### src/rtl/cpu_debug_pkg.sv
// Shared definitions for the CPU debug trace path: capture FSM encoding and
// the trace record layout.
package cpu_debug_pkg;

    localparam int unsigned STAMP_W = 16;
    localparam int unsigned REC_W   = 80;

    typedef enum logic [1:0] {
        TRC_IDLE    = 2'd0,
        TRC_ARMED   = 2'd1,
        TRC_CAPTURE = 2'd2,
        TRC_DONE    = 2'd3
    } trc_state_e;

    typedef struct packed {
        logic [31:0]        pc;
        logic [31:0]        alu;
        logic [STAMP_W-1:0] stamp;
    } trc_rec_t;

endpackage

### src/rtl/trace_fifo.sv
// First-word-fall-through FIFO for trace records: synchronous write,
// combinational read of the head entry.
module trace_fifo
    import cpu_debug_pkg::*;
#(
    parameter int unsigned DEPTH  = 16,
    parameter int unsigned ADDR_W = 4
) (
    input  logic              clk_i,
    input  logic              rst_ni,
    input  logic              clear_i,
    input  logic              push_i,
    input  logic              pop_i,
    input  logic [REC_W-1:0]  wdata_i,
    output logic [REC_W-1:0]  rdata_o,
    output logic              full_o,
    output logic              empty_o,
    output logic [ADDR_W:0]   count_o
);

    logic [REC_W-1:0]  mem [DEPTH];
    logic [ADDR_W-1:0] wr_ptr_q, wr_ptr_d;
    logic [ADDR_W-1:0] rd_ptr_q, rd_ptr_d;
    logic [ADDR_W:0]   count_q, count_d;
    logic              do_push, do_pop;

    assign full_o  = (count_q == (ADDR_W+1)'(DEPTH));
    assign empty_o = (count_q == '0);
    assign count_o = count_q;
    assign rdata_o = mem[rd_ptr_q];

    // A pop on a full FIFO frees the slot the simultaneous push lands in.
    assign do_pop  = pop_i && !empty_o;
    assign do_push = push_i && (!full_o || do_pop);

    always_comb begin
        wr_ptr_d = wr_ptr_q;
        rd_ptr_d = rd_ptr_q;
        count_d  = count_q;
        if (clear_i) begin
            wr_ptr_d = '0;
            rd_ptr_d = '0;
            count_d  = '0;
        end else begin
            if (do_push) begin
                wr_ptr_d = wr_ptr_q + 1'b1;
            end
            if (do_pop) begin
                rd_ptr_d = rd_ptr_q + 1'b1;
            end
            if (do_push && !do_pop) begin
                count_d = count_q + 1'b1;
            end else if (do_pop && !do_push) begin
                count_d = count_q - 1'b1;
            end
        end
    end

    always_ff @(posedge clk_i or negedge rst_ni) begin
        if (!rst_ni) begin
            wr_ptr_q <= '0;
            rd_ptr_q <= '0;
            count_q  <= '0;
        end else begin
            wr_ptr_q <= wr_ptr_d;
            rd_ptr_q <= rd_ptr_d;
            count_q  <= count_d;
        end
    end

    always_ff @(posedge clk_i) begin
        if (do_push && !clear_i) begin
            mem[wr_ptr_q] <= wdata_i;
        end
    end

endmodule

### src/rtl/cpu_trace_buffer.sv
// CPU trace capture stage: records {pc, alu, stamp} on every PC change,
// gated by an arm/trigger FSM, and drains through a valid/ready port.
module cpu_trace_buffer
    import cpu_debug_pkg::*;
#(
    parameter int unsigned DEPTH        = 16,
    parameter int unsigned ADDR_W       = 4,
    parameter bit          STOP_ON_FULL = 1'b1
) (
    input  logic               clk,
    input  logic               rst,
    input  logic [31:0]        pc_in,
    input  logic [31:0]        alu_in,
    input  logic               arm,
    input  logic               clear,
    input  logic               trig_en,
    input  logic [31:0]        trig_pc,
    input  logic               rd_ready,
    output logic               rd_valid,
    output logic [31:0]        rd_pc,
    output logic [31:0]        rd_alu,
    output logic [STAMP_W-1:0] rd_stamp,
    output logic [ADDR_W:0]    count,
    output logic [7:0]         overflow_cnt,
    output logic [1:0]         state
);

    trc_state_e         state_q, state_d;
    logic [31:0]        pc_q;
    logic [STAMP_W-1:0] stamp_q;
    logic [7:0]         ovf_q, ovf_d;

    logic     evt, wr_req, pop, push, drop, fifo_full, fifo_empty;
    trc_rec_t wr_rec, rd_rec;

    assign evt    = (pc_in != pc_q);
    assign wr_rec = '{pc: pc_in, alu: alu_in, stamp: stamp_q};
    assign pop    = rd_valid && rd_ready && !clear;
    assign push   = wr_req && !clear;
    assign drop   = push && fifo_full && !pop;

    always_comb begin
        state_d = state_q;
        wr_req  = 1'b0;
        unique case (state_q)
            TRC_IDLE: begin
                if (arm) begin
                    state_d = trig_en ? TRC_ARMED : TRC_CAPTURE;
                end
            end
            TRC_ARMED: begin
                if (evt && (pc_in == trig_pc)) begin
                    wr_req  = 1'b1;
                    state_d = TRC_CAPTURE;
                end
            end
            TRC_CAPTURE: begin
                wr_req = evt;
            end
            default: ;
        endcase
        // Stop only on the write that takes occupancy to DEPTH.
        if (STOP_ON_FULL && wr_req && !pop && (count == (ADDR_W+1)'(DEPTH - 1))) begin
            state_d = TRC_DONE;
        end
        if (clear) begin
            state_d = TRC_IDLE;
        end
    end

    always_comb begin
        ovf_d = ovf_q;
        if (clear) begin
            ovf_d = '0;
        end else if (drop && (ovf_q != 8'hFF)) begin
            ovf_d = ovf_q + 1'b1;
        end
    end

    always_ff @(posedge clk or negedge rst) begin
        if (!rst) begin
            state_q <= TRC_IDLE;
            pc_q    <= '0;
            stamp_q <= '0;
            ovf_q   <= '0;
        end else begin
            state_q <= state_d;
            pc_q    <= pc_in;
            stamp_q <= stamp_q + 1'b1;
            ovf_q   <= ovf_d;
        end
    end

    trace_fifo #(
        .DEPTH  (DEPTH),
        .ADDR_W (ADDR_W)
    ) u_fifo (
        .clk_i   (clk),
        .rst_ni  (rst),
        .clear_i (clear),
        .push_i  (push),
        .pop_i   (pop),
        .wdata_i (wr_rec),
        .rdata_o (rd_rec),
        .full_o  (fifo_full),
        .empty_o (fifo_empty),
        .count_o (count)
    );

    // Head fields are forced to zero when empty so reset reads back zeros.
    assign rd_valid     = !fifo_empty;
    assign rd_pc        = rd_valid ? rd_rec.pc    : '0;
    assign rd_alu       = rd_valid ? rd_rec.alu   : '0;
    assign rd_stamp     = rd_valid ? rd_rec.stamp : '0;
    assign overflow_cnt = ovf_q;
    assign state        = state_q;

endmodule

### config.mk
export PLATFORM = sky130hd
export DESIGN_NAME = cpu_trace_buffer
export DESIGN_NICKNAME = d
export VERILOG_FILES = /design/src/rtl/cpu_debug_pkg.sv /design/src/rtl/trace_fifo.sv /design/src/rtl/cpu_trace_buffer.sv
export SDC_FILE = /design/constraint.sdc
export NUM_CORES = 1
export LEC_CHECK = 0
export CORE_MARGIN = 2
export CORE_UTILIZATION = 65
export DETAILED_ROUTE_END_ITERATION = 8
export GPL_ROUTABILITY_DRIVEN = 0
export PLACE_DENSITY = 0.85
export SYNTH_ARGS = -nofsm -noshare
export SYNTH_HDL_FRONTEND = slang
export SYNTH_SLANG_ARGS = --single-unit
export TNS_END_PERCENT = 1
### constraint.sdc
create_clock -name clk -period 11.08 [get_ports clk]
set_input_delay 2.216 -clock clk [delete_from_list [all_inputs] [get_ports clk]]
set_output_delay 2.216 -clock clk [all_outputs]
set_load 0.02 [all_outputs]
==> results by group <==
Synth
  – Fraction of registers with async set/reset: 0.0526
  – Synth Flop Type: edfxtp_1
  – Post-synth top cells: edfxtp_1 (1280), mux4_2 (400), and2_1 (90), dfrtp_1 (71), clkbuf_1 (66)
  – Synth cell types: 47
  – Post-synthesis cell count: 2219
  – Largest area contributor in the netlist: edfxtp_1
  – Synthesized area: 0.0522 sq mm
  – Syn Area/Cell: 23.5 sq um
  – Synthesis-stage register bit count: 1351
  – Post-Syn Nets: 2336
  – Synth top area cells: edfxtp_1 (74%), mux4_2 (17%), dfrtp_1 (3.4%)
  – Yosys warnings: 0
  – Post-synth EDFFs: 1280
  – Sequential area share after synthesis: 0.771
  – Top-count cell post-synth: edfxtp_1
  – Post-synth top area share: 0.737

Power
  – Worst vdd ir: 0.203 mV
  – P_leak: 18.5 nW
  – Pwr dens: 214 mW/mm^2

Drt
  – Drt pass-1 iters: 6
  – Post-route ant nets: 0
  – Via/cell ratio: 7.42
  – 1st-iter DRT viols: 4275
  – Via count: 27056
  – # DRC: 0
  – Final wirelength: 144000 um
  – WL per Instance: 39.6 um

Global routing
  – Largest net degree at the start of global routing: 145
  – Vias in the first global route: 27221
  – GRT Util Overall: 0.345
  – Global-route wire length before repair: 199000 um
  – GR Overflow Total: 0
  – Initial antenna violation count: 11

Place
  – IO Port Bufs: 197
  – Inst Count DP: 3402
  – Estimated wirelength of the detail-placed design: 65900 um

STA
  – Slew HR: 0.174
  – Final Setup Violations: 0
  – Fmax: 0.138 GHz
  – Fin crit share: 0.656
  – Clock Skews: 0.0406 ns
  – Final Hold Viols: 0
  – RSZ-0062 raised after global routing: no
  – Final Slew Violations: 0
  – Worst slew pin tran: 1.24 ns
  – Setup TNS: 0 ns
  – Min cycle time layout: 7.26 ns

Floorplanning
  – Die area: 0.0825 sq mm
  – Initial Util: 0.658
  – Die X: 287 um
  – Chip height: 287 um
  – Row cnt: 103
  – IO Pins: 198
  – Core ar.: 0.0793 sq mm

Worst hold path
  – Hold Path Depth: 2
  – Type of the worst min-delay path: reg -> reg

Clocking
  – Clock root buffer: clkbuf_16
  – Total CTS buffers: 131
  – Hold-fix buffers at CTS: 0
  – Post-CTS resize count: 0
  – Post-CTS setup buffers: 0
  – Clock Sinks: 1351
  – H-tree depth: 4
  – CTS tree: done
  – Worst-Skew Late Latency: 0.74 ns
  – CTS clock-pin slew for the worst setup and hold paths: 0.06 ns
  – Clk buf depth: 3

Critical path
  – Worst setup SP type: input port
  – Critical path type: in -> reg
  – Arrival time worst endpoint: 7.60 ns
  – Crit Path Max Fanout: 51
  – Worst-case reg-to-reg path depth: 8
  – WP data required: 11.42 ns
  – Critical Path Sink Type: flip-flop

Cells and area
  – Multi-input gate area: 0.0116 sq mm
  – Fraction of layout cells with a size suffix above 1: 0.256
  – Post-Layout Cell Count: 3648
  – Layout Area Growth over Synthesis: 14.9%
  – Layout Nets: 2602
  – Fill count: 3733
  – Reg area: 0.0402 sq mm

Outcome
  – Status: completed

Flow run
  – MaxCap Viol Count: 0
## final cells by class
| type | instances | share of cell area |
|---|---|---|
| antenna | 5 | 0.000209 |
| clock buffer | 167 | 0.0594 |
| clock inverter | 74 | 0.0149 |
| inverter | 12 | 0.000752 |
| multi-input combinational | 751 | 0.193 |
| sequential | 1351 | 0.671 |
| tap | 1050 | 0.0219 |
| timing repair buffer | 238 | 0.0386 |
## critical path: stages
cell and delay, ns:
clkdlybuf4s50_1 0.91, xnor2_1 0.55, nand4_1 0.16, nor4_2 0.49, a31oi_2 0.36, nor4_4 0.60
nor3b_1 0.65, and2_4 0.66, buf_4 0.88
## worst paths after layout
kind | startpoint | endpoint | slack, ns
setup / recovery | pc_in[0] | u_fifo.mem[0][65] | 3.82
hold / removal | overflow_cnt[5] | overflow_cnt[5] | 0.58
setup reg to reg | pc_q[17] | u_fifo.mem[0][65] | 6.49
max in group asynchronous | rst | u_fifo.rd_ptr_q[3] | 8.55
min in group asynchronous | rst | state[1] | 1.68
hold reg to reg | overflow_cnt[5] | overflow_cnt[5] | 0.58
## cell usage in the layout (no fill, tap or decap), drive strengths merged, types with 3 or more instances in the layout
cell,netlist,layout
a21o,3,3
mux4,400,400
or4,3,3
nor4,13,13
clkdlybuf4s50,0,196
and2,90,90
nor3,8,8
and3,6,6
diode,0,5
a31oi,3,3
o31ai,3,3
ha,14,14
clkinvlp,0,5
xnor2,46,46
nand2,26,26
inv,11,17
a21oi,9,9
bufinv,0,18
nor2b,4,4
dfrtp,71,71
clkinv,1,46
edfxtp,1280,1280
mux2,3,3
nand4,17,17
xor2,38,38
nand3,14,14
nor2,21,21
o21ai,6,6
clkbuf,66,167
buf,39,42
mux2i,5,5
## metrics by stage
| stage | hold WS [ns] | setup WS (ns) | power [mW] | cell area, sq um | utilization |
|---|---|---|---|---|---|
| 2_1_floorplan | 0.518 | 1.46 | 7.20 | 52200 | - |
| 3_3_place_gp | 0.554 | 3.97 | 8.06 | 55500 | 0.700 |
| 3_5_place_dp | 0.564 | 3.61 | 8.13 | 55500 | 0.700 |
| 4_1_cts | 0.574 | 3.85 | 12.8 | 59900 | 0.756 |
| 5_1_grt | 0.596 | 3.70 | 13.1 | 59900 | 0.756 |
| 6_report | 0.576 | 3.82 | 12.8 | 59900 | 0.756 |
## cell families (layout without fill, tap and decap cells)
group,count (synthesis),in the layout,synth area share
compound gates,33,33,0.00427
xor+xnor,84,84,0.0141
fa+ha+maj,15,15,0.00374
buf+inv,117,491,0.00902
flops,1351,1351,0.771
mux,408,408,0.175
other cells,0,5,0
simple gates,211,211,0.0235
## power by group
group	total (mW)	leakage [nW]	internal (mW)	switching (mW)
registers	5.69	12.4	5.60	0.0907
clock network	4.72	2.16	2.72	2.00
logic	2.42	3.96	1.13	1.29
total	12.8	18.5	9.45	3.38
## routing by layer
| metal | vias up | routed length [um] | GRT usage |
|---|---|---|---|
| li1 | 9917 | - | - |
| met1 | 14112 | 48100 | 0.451 |
| met2 | 2559 | 74600 | 0.578 |
| met3 | 460 | 14000 | 0.0627 |
| met4 | 8 | 7570 | 0.154 |
| met5 | - | 48 | 0 |
## sequential cells by signal (all words and copies together), names as in the netlist
name	cells
state	2
u_fifo.count_o	5
pc_q	32
stamp_q	16
u_fifo.wr_ptr_q	4
u_fifo.rd_ptr_q	4
overflow_cnt	8
u_fifo.mem	1280
Note: power is estimated with default switching activity, not from simulation.
